## src/rtl/conv_pkg.sv

```systemverilog
// Shared definitions for the 3x3 convolution datapath: default geometry,
// sequencer state encoding and the kernel packing helper used by the array.
package conv_pkg;

  localparam int unsigned DEF_DATA_WIDTH = 8;
  localparam int unsigned DEF_IMG_W      = 224;
  localparam int unsigned DEF_IMG_H      = 224;

  typedef logic [2:0] state_t;

  localparam state_t ST_IDLE   = 3'd0;
  localparam state_t ST_CLEAR  = 3'd1;
  localparam state_t ST_LOAD   = 3'd2;
  localparam state_t ST_FILL   = 3'd3;
  localparam state_t ST_STREAM = 3'd4;
  localparam state_t ST_DONE   = 3'd5;

  // LSB position of kernel tap (row, col) inside a 9*dw packed weight vector.
  function automatic int unsigned w_idx(input int unsigned row,
                                        input int unsigned col,
                                        input int unsigned dw);
    return (row * 3 + col) * dw;
  endfunction

endpackage

```

## src/rtl/conv_line_buffer_2row.sv

```systemverilog
// Two-row line buffer: combinational read of rows y-2/y-1 at column x,
// then on write the column shifts up (top<=mid, mid<=pixel).
module conv_line_buffer_2row #(
  parameter int unsigned DATA_WIDTH = 8,
  parameter int unsigned IMG_W      = 224
) (
  input  logic                       clk,
  input  logic [$clog2(IMG_W)-1:0]   i_x,
  input  logic                       i_we,
  input  logic [DATA_WIDTH-1:0]      i_pix,
  output logic [DATA_WIDTH-1:0]      o_top,
  output logic [DATA_WIDTH-1:0]      o_mid
);

  logic [DATA_WIDTH-1:0] r_top [IMG_W];
  logic [DATA_WIDTH-1:0] r_mid [IMG_W];

  always_ff @(posedge clk) begin
    if (i_we) begin
      r_top[i_x] <= r_mid[i_x];
      r_mid[i_x] <= i_pix;
    end
  end

  assign o_top = r_top[i_x];
  assign o_mid = r_mid[i_x];

endmodule

```

## src/rtl/conv_frame_sequencer.sv

```systemverilog
// Frame sequencer for the 3x3 systolic array: clear, kernel load, then raster
// to vertical-column conversion. Optional starvation counter: CONV_SEQ_PERF_EN.
module conv_frame_sequencer
  import conv_pkg::*;
#(
  parameter int unsigned DATA_WIDTH = DEF_DATA_WIDTH,
  parameter int unsigned IMG_W      = DEF_IMG_W,
  parameter int unsigned IMG_H      = DEF_IMG_H
) (
  input  logic                      clk,
  input  logic                      rst,
  input  logic                      start,
  input  logic                      abort,
  input  logic [9*DATA_WIDTH-1:0]   weights_in,
  input  logic                      pix_valid,
  input  logic [DATA_WIDTH-1:0]     pix_data,
  output logic                      pix_ready,
  output logic                      arr_rst,
  output logic                      load_weight,
  output logic [9*DATA_WIDTH-1:0]   filter_weights,
  output logic                      col,
  output logic [3*DATA_WIDTH-1:0]   input_col,
  output logic                      busy,
  output logic                      done
`ifdef CONV_SEQ_PERF_EN
  ,
  output logic [31:0]               perf_starve
`endif
);

  localparam int unsigned XW = $clog2(IMG_W);
  localparam int unsigned YW = $clog2(IMG_H);
  localparam logic [XW-1:0] X_LAST = XW'(IMG_W - 1);
  localparam logic [YW-1:0] Y_LAST = YW'(IMG_H - 1);
  localparam logic [YW-1:0] Y_FILL_LAST = YW'(1);

  state_t                  r_state;
  state_t                  w_next;
  logic [XW-1:0]           r_x;
  logic [YW-1:0]           r_y;
  logic                    r_pix_ready;
  logic                    r_arr_rst;
  logic                    r_load_weight;
  logic [9*DATA_WIDTH-1:0] r_filter_weights;
  logic                    r_col;
  logic [3*DATA_WIDTH-1:0] r_input_col;
  logic                    r_busy;
  logic                    r_done;

  logic                    w_acc;
  logic                    w_x_last;
  logic                    w_start_ok;
  logic [DATA_WIDTH-1:0]   w_lb_top;
  logic [DATA_WIDTH-1:0]   w_lb_mid;

  assign w_acc      = pix_valid & r_pix_ready;
  assign w_x_last   = (r_x == X_LAST);
  assign w_start_ok = (r_state == ST_IDLE) & start & ~abort;

  conv_line_buffer_2row #(
    .DATA_WIDTH (DATA_WIDTH),
    .IMG_W      (IMG_W)
  ) u_line_buffer (
    .clk   (clk),
    .i_x   (r_x),
    .i_we  (w_acc),
    .i_pix (pix_data),
    .o_top (w_lb_top),
    .o_mid (w_lb_mid)
  );

  always_comb begin
    w_next = r_state;
    if (abort) begin
      w_next = ST_IDLE;
    end else begin
      case (r_state)
        ST_IDLE:   if (start) w_next = ST_CLEAR;
        ST_CLEAR:  w_next = ST_LOAD;
        ST_LOAD:   w_next = ST_FILL;
        ST_FILL:   if (w_acc && w_x_last && r_y == Y_FILL_LAST) w_next = ST_STREAM;
        ST_STREAM: if (w_acc && w_x_last && r_y == Y_LAST) w_next = ST_DONE;
        ST_DONE:   w_next = ST_IDLE;
        default:   w_next = ST_IDLE;
      endcase
    end
  end

  // Outputs are registered from the next state so they line up with r_state.
  always_ff @(posedge clk) begin
    if (rst) begin
      r_state          <= ST_IDLE;
      r_x              <= '0;
      r_y              <= '0;
      r_pix_ready      <= 1'b0;
      r_arr_rst        <= 1'b0;
      r_load_weight    <= 1'b0;
      r_filter_weights <= '0;
      r_col            <= 1'b0;
      r_input_col      <= '0;
      r_busy           <= 1'b0;
      r_done           <= 1'b0;
    end else begin
      r_state       <= w_next;
      r_pix_ready   <= (w_next == ST_FILL) || (w_next == ST_STREAM);
      r_arr_rst     <= (w_next == ST_CLEAR) || abort;
      r_load_weight <= (w_next == ST_LOAD);
      r_busy        <= (w_next != ST_IDLE);
      r_done        <= (w_next == ST_DONE);
      r_col         <= 1'b0;

      if (w_start_ok) r_filter_weights <= weights_in;

      if (abort) begin
        r_x <= '0;
        r_y <= '0;
      end else if (w_acc) begin
        if (r_state == ST_STREAM) begin
          r_col       <= 1'b1;
          r_input_col <= {w_lb_top, w_lb_mid, pix_data};
        end
        if (w_x_last) begin
          r_x <= '0;
          r_y <= (r_y == Y_LAST) ? '0 : r_y + 1'b1;
        end else begin
          r_x <= r_x + 1'b1;
        end
      end
    end
  end

  assign pix_ready      = r_pix_ready;
  assign arr_rst        = r_arr_rst;
  assign load_weight    = r_load_weight;
  assign filter_weights = r_filter_weights;
  assign col            = r_col;
  assign input_col      = r_input_col;
  assign busy           = r_busy;
  assign done           = r_done;

`ifdef CONV_SEQ_PERF_EN
  logic [31:0] r_perf_starve;

  always_ff @(posedge clk) begin
    if (rst) begin
      r_perf_starve <= '0;
    end else if (w_start_ok) begin
      r_perf_starve <= '0;
    end else if ((r_state == ST_FILL || r_state == ST_STREAM) && !pix_valid &&
                 r_perf_starve != '1) begin
      r_perf_starve <= r_perf_starve + 32'd1;
    end
  end

  assign perf_starve = r_perf_starve;
`endif

endmodule

```

## config.mk

```make
export PLATFORM = sky130hd
export DESIGN_NAME = conv_frame_sequencer
export DESIGN_NICKNAME = d
export VERILOG_FILES = /design/src/rtl/conv_pkg.sv /design/src/rtl/conv_line_buffer_2row.sv /design/src/rtl/conv_frame_sequencer.sv
export SDC_FILE = /design/constraint.sdc
export NUM_CORES = 2
export LEC_CHECK = 0
export BUFFER_PORTS_ARGS = -buffer_cell sky130_fd_sc_hd__buf_2
export CORE_MARGIN = 3
export CORE_UTILIZATION = 60
export DETAILED_ROUTE_END_ITERATION = 6
export GPL_ROUTABILITY_DRIVEN = 1
export HOLD_SLACK_MARGIN = 0.03
export PLACE_DENSITY_LB_ADDON = 0.08
export SYNTH_ARGS = -nofsm -noshare
export SYNTH_HDL_FRONTEND = slang
export SYNTH_SLANG_ARGS = --single-unit
```

## constraint.sdc

```tcl
create_clock -name clk -period 18.9 [get_ports clk]
set_clock_uncertainty 0.15 [all_clocks]
set_input_delay 0.945 -clock clk [delete_from_list [all_inputs] [get_ports clk]]
set_output_delay 0.945 -clock clk [all_outputs]
set_load 0.05 [all_outputs]
```

Yosys cells after proc, flatten, opt, wreduce, memory -nomap -nowiden. Memory sizes are Yosys's and may differ from the RTL's. A register that Yosys moved wholly into a read port is not among the register bits. Cells that the tools add are included.

Equal/unequal tests: 12. Multiplexer cells: 12. Bitwise logic cells: 5. Reduce and logical (&&, ||, !) cells: 11. $add $sub $neg: 2.

Operators by type and width (number): 8-bit 2-to-1 mux (4); 8-bit by 1-bit adder with 8-bit output (second input constant) (2); 8-bit == test (second input constant) (2); 3-bit one-hot mux with 5 select lines (1); 3-bit by 2-bit == test with 1-bit output (second input constant) (4); 3-bit 2-to-1 mux (4); 3-bit == test (second input constant) (3); 8-bit by 1-bit == test with 1-bit output (second input constant) (1); 3-bit by 1-bit == test with 1-bit output (second input constant) (2); 1-bit AND (3); 1-bit logical AND (3); 3-bit zero test (1); 1-bit 2-to-1 mux (3); 3-bit AND reduction (1); 3-bit nonzero test (1); 3-bit OR reduction (1); 1-bit logical OR (2); 1-bit NOT (2); 2-bit AND reduction (1); 2-bit OR reduction (1).

Output and inout port bits: 102. Memories: 2. Logic and storage cells: 55. RAM bits: 3584. Bits in registers: 121.

Memory list: u_line_buffer.r_mid (depth 224, bits a word 8, rd ports 1, clocked after memory_dff 1, wr ports 1, RTL line conv_line_buffer_2row.sv:16) `logic [DATA_WIDTH-1:0] r_mid [IMG_W];`; u_line_buffer.r_top (depth 224, bits a word 8, rd ports 1, clocked after memory_dff 1, wr ports 1, RTL line conv_line_buffer_2row.sv:15) `logic [DATA_WIDTH-1:0] r_top [IMG_W];`.

Longest topological paths before layout.
Word-level depth: 8. Mapped depth: 13.

Cells and area by module. Synthesis repeated with hierarchy kept, for this count alone.

Cell total of the unflattened synthesis: 6456. Area, all modules: 140940.2 µm².

By module, submodules not included: conv_line_buffer_2row (cells an instance 5914, area each 136528.4 µm², seq. area each 107623.2 µm², times used 1); conv_frame_sequencer (cells an instance 542, area each 4411.7 µm², seq. area each 2422.3 µm², times used 1).

Worst setup path after synthesis. No wires, ideal clock.

Path type: register to register. From: reg with a tool-made name. To: mem u_line_buffer.r_top[0][2] (data pin). Clock period less this slack: 17083 ps. Data required time: 16120 ps. Stages on the path, launching flop included: 12. Setup time: 2630 ps. Setup slack: 1817 ps. Data arrival time: 14303 ps. Path buffers: 5. Path through: dfxtp_1 > buf_4 > buf_6 > buf_6 > buf_6 > buf_4 > nand3_1 > o22ai_1 > nor2_1 > a22oi_1 > o311ai_0 > o41ai_1.

RTL lines (RTL line): end: declaration (conv_line_buffer_2row.sv:15).

==> flow_summary.json <==
{
  "p_comb_share_pct": 1.0,
  "post_cts_buffers": 0,
  "avgSynthCellArea_um2": 21.6,
  "drt_pass1_iterations": 6,
  "die_y_um": 493,
  "initial_utilization_pct": 60.4,
  "clock_power_share_pct": 44.1,
  "drive_gt1_share_pct": 28.2,
  "synth_cell_types": 71,
  "ios": 187,
  "cellPowerDensity_mw_per_mm2": 102,
  "area_growth_pct": 13.0,
  "clock_sinks": 3713,
  "fp-row-count": 178,
  "core_region_area_mm2": 0.235,
  "clock_latency_ns": 0.97,
  "crit_path_max_fanout": 81,
  "fin_setup_tns_ns": 0,
  "fillers": 14700,
  "slew_violations": 0,
  "synthesis.nets": 6668,
  "tightest_slew_ns": 1.43,
  "max-clock-path-buffers": 4,
  "antenna_found_initial": 18,
  "max_cap_viol_count": 0,
  "rsz0062_at_grt": "false",
  "track_usage_pct": 31.7,
  "cts_buffers": 380,
  "timing.slew.headroom_pct": 4.13,
  "worstSetupStartpointType": "register",
  "grt_pass1_wl_mm": 539,
  "hold_class": "in -> reg",
  "synth_seq_cells": 3713,
  "viasPerCell": 6.81,
  "synth-async-reset-ratio_pct": 0,
  "cts_htree_levels": 5,
  "ant_nets": 0,
  "worstPathArrival_ns": 7.67,
  "mostFrequentLayoutCell": "edfxtp_1",
  "cp.required_ns": 19.28,
  "clockRootBuffer": "clkbuf_16",
  "cts_tree": "built",
  "regArea_mm2": 0.110,
  "power_leakage_nw": 49.1,
  "min_period_ns": 7.28,
  "p_sw_w": 0.00315,
  "p_seq_share_pct": 54.9,
  "cell_internal_pwr_w": 0.0132,
  "gp_congestion": 0.882,
  "routedWlPerCell_um": 36.0,
  "synthFlopType": "edfxtp_1",
  "holdWs_ns": 0.0880,
  "critPathKind": "reg -> reg",
  "wl_mm": 383,
  "yosysWarnings": 0,
  "drc_errors": 0,
  "layout.nets": 7256,
  "multi_input_area_mm2": 0.0302,
  "synth_cells": 6577,
  "drt-initial-drc-count": 10900,
  "hold_viol_final": 0,
  "setup_viol": 0,
  "grt_pass1_vias": 70100,
  "synth_edf_count": 3584,
  "fmax_ghz": 0.137,
  "dpl.hpwl_mm": 224,
  "fin_crit_sh_pct": 38.5,
  "die_area_mm2": 0.243,
  "synth.cell_area_mm2": 0.142,
  "grt_max_degree": 154,
  "status": "finished clean",
  "port_buffers": 186,
  "path_clk_slew_ns": 0.06,
  "cts_resized": 0,
  "layout_common_cells": "edfxtp_1 (3584), mux4_2 (915), clkbuf_16 (386)",
  "ir_drop_mv": 0.0798,
  "via_count": 72300,
  "gr-total-overflow": 0,
  "cp-end-kind": "register",
  "switching_share_pct": 19.3,
  "die_w_um": 493,
  "seq_area_frac_synth_pct": 77.5
}
## cell usage after synthesis, types with 9 or more instances
master | n | area, um2
buf_6 | 19 | 214
o21ai_0 | 46 | 230
clkbuf_1 | 167 | 627
a2111oi_0 | 9 | 78.8
a211oi_1 | 18 | 135
a22oi_1 | 133 | 998
o2bb2ai_1 | 12 | 105
nand2_1 | 259 | 972
edfxtp_1 | 3584 | 108000
o211ai_1 | 14 | 105
nand3_1 | 68 | 340
nor2_1 | 303 | 1140
mux2i_1 | 194 | 1940
mux4_2 | 915 | 20600
o22ai_1 | 22 | 138
inv_1 | 17 | 63.8
nor3_1 | 34 | 170
and2_1 | 11 | 68.8
nand4_1 | 10 | 62.6
mux2_2 | 11 | 124
a21oi_1 | 159 | 796
a22o_1 | 22 | 193
a221oi_1 | 26 | 228
a31oi_1 | 15 | 93.8
buf_1 | 31 | 116
nor2b_1 | 34 | 213
xor2_1 | 9 | 78.8
buf_2 | 116 | 581
dfxtp_1 | 129 | 2580
buf_4 | 57 | 428
and3_1 | 19 | 119
## layout make-up
cell class | count | area share (%)
clock inverters | 189 | 1.04
flip-flops and latches | 3713 | 68.6
clock buffers | 486 | 6.32
repair buffers | 596 | 2.65
multi-input cells | 2455 | 18.8
inverters | 19 | 0.0444
well taps | 3150 | 2.45
diodes | 19 | 0.0296
## timing repair
item,CTS,global route
hold buffers,43,0
endpoints found under the hold margin,43,0
endpoints found under the setup margin,0,0
## metal layers
metal / vias to the layer above / GRT usage, % / wire length (um)
li1: 28700 / - / -
met2: 4556 / 47.1 / 176000
met1: 38400 / 47.0 / 146000
met3: 672 / 7.25 / 43400
met4: 2 / 12.0 / 16600
met5: - / 0 / 18
## per-stage QoR
stage | setup WS, ns | instances | util [%] | cell area [um2] | total power, W
after floorplan | 1.82 | 6577 | - | 142000 | 0.00919
after global placement | 11.60 | 9890 | 63.0 | 148000 | 0.00928
after detailed placement | 11.54 | 9890 | 63.0 | 148000 | 0.00929
after CTS | 11.52 | 10600 | 68.2 | 161000 | 0.0164
after global routing | 11.22 | 10600 | 68.2 | 161000 | 0.0167
final | 11.62 | 10600 | 68.2 | 161000 | 0.0163
## sequential cells by signal, summed over array words and instances (netlist names), named ones only
name	cells
done	1
u_line_buffer.r_top	1792
busy	1
pix_ready	1
input_col	24
r_x	8
filter_weights	72
r_state	3
col	1
u_line_buffer.r_mid	1792
r_y	8
arr_rst	1
load_weight	1
## critical path: stages (launching register included)
cell and delay, ns:
dfxtp_4 0.80, buf_4 0.67, buf_4 0.75, mux4_2 0.60
a22o_1 0.27, a221oi_1 0.61, o22ai_1 0.18, o31ai_1 0.80
nand2_4 0.61, buf_4 0.58, buf_4 0.50
## power groups by stage
stage	Clock [W]	Sequential (W)	Combinational, W
floorplan	0	0.00917	0.0000263
global placement	0	0.00914	0.000146
detailed placement	0	0.00914	0.000152
CTS	0.00728	0.00896	0.000159
global route	0.00762	0.00896	0.000170
finish	0.00720	0.00896	0.000161
## kinds of logic (layout without fill, tap and decap cells)
| logic type | Yosys count | in the layout | share of synthesized area, % |
|---|---|---|---|
| XOR/XNOR | 12 | 12 | 0.0740 |
| AND/OR/NAND/NOR | 774 | 774 | 2.35 |
| other | 0 | 19 | 0 |
| adder cells (fa/ha/maj) | 6 | 6 | 0.0528 |
| flip-flops | 3713 | 3713 | 77.5 |
| multiplexers | 1120 | 1120 | 16.0 |
| AO/OA/AOI/OAI | 543 | 543 | 2.59 |
| buffers and inverters | 409 | 1290 | 1.43 |
## final timing paths
path                                                      from                                    to  slack [ns]  cells after the start
worst max register to register                        register  u_line_buffer.r_top[10][3]$_DFFE_PP_       11.62                     10
worst min-delay path                            weights_in[66]       filter_weights[66]$_SDFFE_PP0P_        0.09                      3
worst min register to register  filter_weights[8]$_SDFFE_PP0P_        filter_weights[8]$_SDFFE_PP0P_        0.30                      2
worst max-delay path                                  register  u_line_buffer.r_top[10][3]$_DFFE_PP_       11.62                     10
No activity file was read; power rests on OpenSTA's default activity.
